===== config.mk =====
export PLATFORM = sky130hd
export DESIGN_NAME = seg7_scan_driver
export DESIGN_NICKNAME = d
export VERILOG_FILES = /design/src/rtl/seg7_pkg.sv /design/src/rtl/seg7_scan_timer.sv /design/src/rtl/seg7_scan_driver.sv
export SDC_FILE = /design/constraint.sdc
export NUM_CORES = 1
export LEC_CHECK = 0
export CAP_MARGIN = 20
export CORE_MARGIN = 2
export CORE_UTILIZATION = 55
export DETAILED_ROUTE_END_ITERATION = 12
export PLACE_DENSITY_LB_ADDON = 0.08
export REMOVE_ABC_BUFFERS = 1
export SYNTH_ARGS = -nofsm -noshare
export SYNTH_HDL_FRONTEND = slang
export SYNTH_SLANG_ARGS = --single-unit

===== constraint.sdc =====
create_clock -name clk -period 6.1 [get_ports clk]
set_clock_uncertainty 0.2 [all_clocks]
set_input_delay 1.22 -clock clk [delete_from_list [all_inputs] [get_ports clk]]
set_output_delay 1.22 -clock clk [all_outputs]
set_load 0.02 [all_outputs]

===== src/rtl/seg7_pkg.sv =====
// seg7_pkg: shared segment constants and hex decode for the scan driver
package seg7_pkg;
  localparam logic [6:0] SEG_BLANK = 7'b1111111;
  localparam logic [6:0] HEX_SEG [16] = '{
    7'b1000000, 7'b1111001, 7'b0100100, 7'b0110000,
    7'b0011001, 7'b0010010, 7'b0000010, 7'b1111000,
    7'b0000000, 7'b0010000, 7'b0001000, 7'b0000011,
    7'b1000110, 7'b0100001, 7'b0000110, 7'b0001110
  };
  function automatic logic [6:0] hex_to_seg(input logic [3:0] nibble);
    return HEX_SEG[nibble];
  endfunction
endpackage


===== src/rtl/seg7_scan_timer.sv =====
// seg7_scan_timer: slot counter, digit index, frame-boundary pulse and blank window
module seg7_scan_timer #(
  parameter int NUM_DIGITS = 8,
  parameter int REFRESH_DIV = 100000,
  parameter int BLANK_CYCLES = 2,
  localparam int IW = $clog2(NUM_DIGITS) < 1 ? 1 : $clog2(NUM_DIGITS)
) (
  input  logic          clk,
  input  logic          rst,
  output logic [IW-1:0] idx,
  output logic          boundary,
  output logic          frame_done,
  output logic          blank
);
  localparam int CW = $clog2(REFRESH_DIV);
  logic [CW-1:0] cnt;
  logic last_cnt, last_idx;
  assign last_cnt = cnt == CW'(REFRESH_DIV - 1);
  assign last_idx = idx == IW'(NUM_DIGITS - 1);
  assign boundary = last_cnt && last_idx;
  assign blank = cnt < CW'(BLANK_CYCLES);
  // idx wraps explicitly so non-power-of-two digit counts never reach unused codes
  always_ff @(posedge clk) begin
    if (rst) begin
      cnt <= '0;
      idx <= '0;
      frame_done <= 1'b0;
    end else begin
      cnt <= last_cnt ? '0 : cnt + 1'b1;
      idx <= last_cnt ? (last_idx ? '0 : idx + 1'b1) : idx;
      frame_done <= boundary;
    end
  end
endmodule


===== src/rtl/seg7_scan_driver.sv =====
// seg7_scan_driver: multiplexed common-anode hex display driver with double-buffered
// data, per-digit enable, decimal points, leading-zero blanking and a frame strobe
module seg7_scan_driver
  import seg7_pkg::*;
#(
  parameter int NUM_DIGITS = 8,
  parameter int REFRESH_DIV = 100000,
  parameter int BLANK_CYCLES = 2
) (
  input  logic                    clk,
  input  logic                    rst,
  input  logic [4*NUM_DIGITS-1:0] value,
  input  logic [NUM_DIGITS-1:0]   dp,
  input  logic [NUM_DIGITS-1:0]   digit_en,
  input  logic                    load,
  input  logic                    blank_lz,
  output logic [6:0]              seg,
  output logic                    dp_n,
  output logic [NUM_DIGITS-1:0]   an,
  output logic                    frame_done
);
  localparam int IW = $clog2(NUM_DIGITS) < 1 ? 1 : $clog2(NUM_DIGITS);
  logic [IW-1:0] idx;
  logic boundary, blank;
  logic [4*NUM_DIGITS-1:0] act_value, pend_value;
  logic [NUM_DIGITS-1:0] act_dp, act_en, pend_dp, pend_en;
  logic pend_valid, upper_zero, hidden;
  logic [3:0] nib;

  seg7_scan_timer #(
    .NUM_DIGITS(NUM_DIGITS),
    .REFRESH_DIV(REFRESH_DIV),
    .BLANK_CYCLES(BLANK_CYCLES)
  ) u_timer (
    .clk(clk),
    .rst(rst),
    .idx(idx),
    .boundary(boundary),
    .frame_done(frame_done),
    .blank(blank)
  );

  // swap reads pending before this edge's load lands, so a boundary load waits a frame
  always_ff @(posedge clk) begin
    if (rst) begin
      act_value <= '0;
      act_dp <= '0;
      act_en <= '0;
      pend_value <= '0;
      pend_dp <= '0;
      pend_en <= '0;
      pend_valid <= 1'b0;
    end else begin
      if (boundary && pend_valid) begin
        act_value <= pend_value;
        act_dp <= pend_dp;
        act_en <= pend_en;
      end
      if (load) begin
        pend_value <= value;
        pend_dp <= dp;
        pend_en <= digit_en;
      end
      pend_valid <= load || (pend_valid && !boundary);
    end
  end

  assign nib = act_value[idx*4 +: 4];

  always_comb begin
    upper_zero = 1'b1;
    for (int i = 0; i < NUM_DIGITS; i++)
      if (i >= int'(idx) && act_value[4*i +: 4] != 4'h0) upper_zero = 1'b0;
    hidden = !act_en[idx] || (blank_lz && idx != '0 && upper_zero && !act_dp[idx]);
  end

  always_ff @(posedge clk) begin
    if (rst || blank || hidden) begin
      seg <= SEG_BLANK;
      dp_n <= 1'b1;
      an <= '1;
    end else begin
      seg <= hex_to_seg(nib);
      dp_n <= !act_dp[idx];
      an <= ~(NUM_DIGITS'(1) << idx);
    end
  end
endmodule


==> impl_metrics.py <==
metrics = {
    "die": {
        "die_w_um": 105.3,
        "pin_count": 69,
        "die_h_um": 105.3,
        "rows": 36,
        "start_util": 0.5717,
        "coreArea_um2": 9864,
        "die_area_um2": 11080,
    },
    "synth": {
        "yosys_warnings": 0,
        "synthesis.instances": 588,
        "synth_seq_cells": 134,
        "post-synth-top-area-fraction": 0.4757,
        "synth_edf_count": 0,
        "yosys.area.top_type": "dfxtp_1",
        "postSynth.asyncResetShare": 0,
        "avgSynthCellArea_um2": 9.590,
        "synth_area_leaders": "dfxtp_1 (48%), mux2i_1 (9.8%), nand2_1 (5.9%)",
        "yosysMostFrequentCell": "dfxtp_1",
        "syn_area_um2": 5639,
        "synthTopCellsByCount": "dfxtp_1 (134), nand2_1 (89), nor2_1 (77)",
        "ys_types": 46,
        "yosysSeqAreaShare": 0.4757,
        "synth-main-ff-cell": "dfxtp_1",
    },
    "place": {
        "gp_congestion": 0.8451,
        "io_buffers": 68,
        "dp_hpwl_um": 7685,
    },
    "routing": {
        "ant_nets": 0,
        "avgRoutedWirePerCell_um": 14.49,
        "drc": 0,
        "routed_wirelength_um": 11420,
        "via_per_inst": 5.354,
        "drtIter0Drc": 218,
        "drt_first_pass_iters": 5,
        "routed-via-count": 4219,
    },
    "clocking": {
        "ctsHoldBuffers": 0,
        "cts_buffer_depth": 2,
        "root_buffer": "clkbuf_8",
        "clk_latency_ns": 0.53,
        "cts_setup_buffers": 0,
        "path_clk_slew_ns": 0.06,
        "cts_buffers": 17,
        "clock_sinks": 134,
        "htree_levels": 4,
        "cts_resized": 0,
        "cts_tree": "built",
    },
    "hold_path": {
        "holdPathEnd": "act_dp[7]",
        "hold_path_depth": 2,
        "hp-class": "register to register",
        "min-delay-start": "act_dp[7]",
    },
    "final_layout": {
        "area.growth.synth_to_final_pct": 21.97,
        "final_nets": 707,
        "drive_gt1_frac": 0.1527,
        "diodes": 0,
    },
    "power_and_ir_drop": {
        "p_leak_uw": 0.002655,
        "p_per_area_nw_per_um2": 288.3,
        "peakVddDrop_mv": 0.1922,
    },
    "timing": {
        "worst_pin_slew_ns": 1.021,
        "final-hold-violation-count": 0,
        "setup_viol": 0,
        "fmax_mhz": 311.2,
        "layout_min_cycle_time_ns": 3.213,
        "holdWs_ns": 0.2500,
        "rsz0062_at_grt": "no",
        "slew_headroom": 0.3000,
        "slew_violations": 0,
        "timing.setup.tns_ns": 0,
        "period_share": 0.5267,
    },
    "critical_path": {
        "crit_path_top_delay_cell": "dfxtp_1",
        "r2r_setup_slack_ns": 2.89,
        "path_delay_family": "multiplexers",
        "reg2reg_depth": 5,
        "path_cells": "mux4_2 -> mux2i_1 -> mux2i_1 -> mux2i_1 -> nand2b_1",
        "critPathLaunchType": "register",
        "cp_num_buf_inv": 0,
        "cp_common_cell": "mux2i_1",
        "worstPathRequired_ns": 6.29,
        "r2r_end": "seg[3]",
        "worstPathArrival_ns": 3.40,
        "cp-end-kind": "register",
        "path_class": "register to register",
        "worst-path-stages": 5,
        "crit_fanout": 17,
        "r2r_start": "u_timer.idx[0]",
        "critPathMaxStageDelay_ns": 0.93,
    },
    "grt": {
        "grt_max_degree": 75,
        "grt-ovfl-total": 0,
        "grt_pass1_vias": 4261,
        "grtUsageTotal": 0.2239,
        "antenna_found_initial": 0,
        "grt_pass1_wl_um": 19750,
    },
    "job": {
        "max_cap_violations": 0,
    },
    "outcome": {
        "status": "completed",
    },
}
how the worst max path moves through the flow:
stage / from / to / slack (ns)
after floorplan: u_timer.idx[0] / act_dp[0] / 3.08
after global placement: u_timer.idx[0] / seg[3] / 3.01
after detailed placement: u_timer.idx[0] / seg[3] / 2.89
after CTS: u_timer.idx[0] / seg[3] / 2.88
after global routing: u_timer.idx[0] / seg[3] / 2.62
final: u_timer.idx[0] / seg[3] / 2.89
metrics by stage:
step	worst slack, ns	util	instances	cell area, um2	power (uW)
floorplan	3.084	-	552	5433	958.7
global placement	3.005	0.6381	756	6295	1016
detailed placement	2.888	0.6381	756	6295	1020
CTS	2.879	0.6972	788	6878	2002
global route	2.619	0.6972	788	6878	2055
finish	2.887	0.6972	788	6878	1983
worst reg2reg max path, cell delays in order, from the launching register on:
cell and delay, ns:
dfxtp_1 0.93, mux4_2 0.60, mux2i_1 0.81, mux2i_1 0.28, mux2i_1 0.10, nand2b_1 0.16
metal layers:
metal  global-route usage  up-vias  share of wire
met5                    0        -              0
met4               0.1029        0          0.023
met2               0.3585      102           0.47
met3              0.07174       25          0.049
met1               0.2744     1977           0.46
li1                     -     2115              -
cells by family after synthesis:
family | synth area share
compound gates | 0.08498
xor+xnor | 0.02330
fa+ha+maj | 0.02884
buf+inv | 0.04326
flops | 0.4757
mux | 0.1520
simple gates | 0.1919
power by group:
part | switching, uW | internal [uW] | total [uW] | leakage (uW)
Clock | 353 | 629 | 982 | 0.000300
Combinational | 38.6 | 51.2 | 89.8 | 0.00126
Sequential | 13.9 | 897 | 911 | 0.00109
area by class of cell:
type	count	area, um2
inverter	10	37.54
clock buffer	22	483.0
multi-input combinational	408	2713
timing repair buffer	71	695.7
fill	791	2987
clock inverter	10	100.1
sequential	134	2683
tap	133	166.4
sequential cells by signal, summed over array words and instances (netlist names), 3 cells and up:
name and count:
act_dp 8, act_en 8, act_value 32, an 8
pend_dp 8, pend_en 8, pend_value 32, seg 7
u_timer.cnt 17, u_timer.idx 3
layout by cell type (no fill, tap or decap), drive strengths merged, types with 2 or more instances in the layout:
cell type | synthesis | layout
a21oi | 56 | 56
dfxtp | 134 | 134
o221ai | 3 | 3
o211ai | 3 | 3
xor2 | 10 | 10
or2 | 2 | 2
mux4 | 12 | 12
o21ai | 2 | 2
nand4 | 3 | 3
clkinv | 0 | 8
or4 | 4 | 4
nand3 | 18 | 18
nor3 | 3 | 3
inv | 10 | 10
nand2 | 109 | 109
mux2 | 2 | 2
nor2 | 77 | 77
ha | 13 | 13
clkbuf | 14 | 22
nand2b | 4 | 4
nor4 | 13 | 13
clkdlybuf4s50 | 0 | 66
buf | 22 | 5
bufinv | 0 | 2
mux2i | 56 | 56
and2 | 2 | 2
xnor2 | 5 | 5
or3 | 2 | 2
Note: power is estimated with default switching activity, not from simulation.
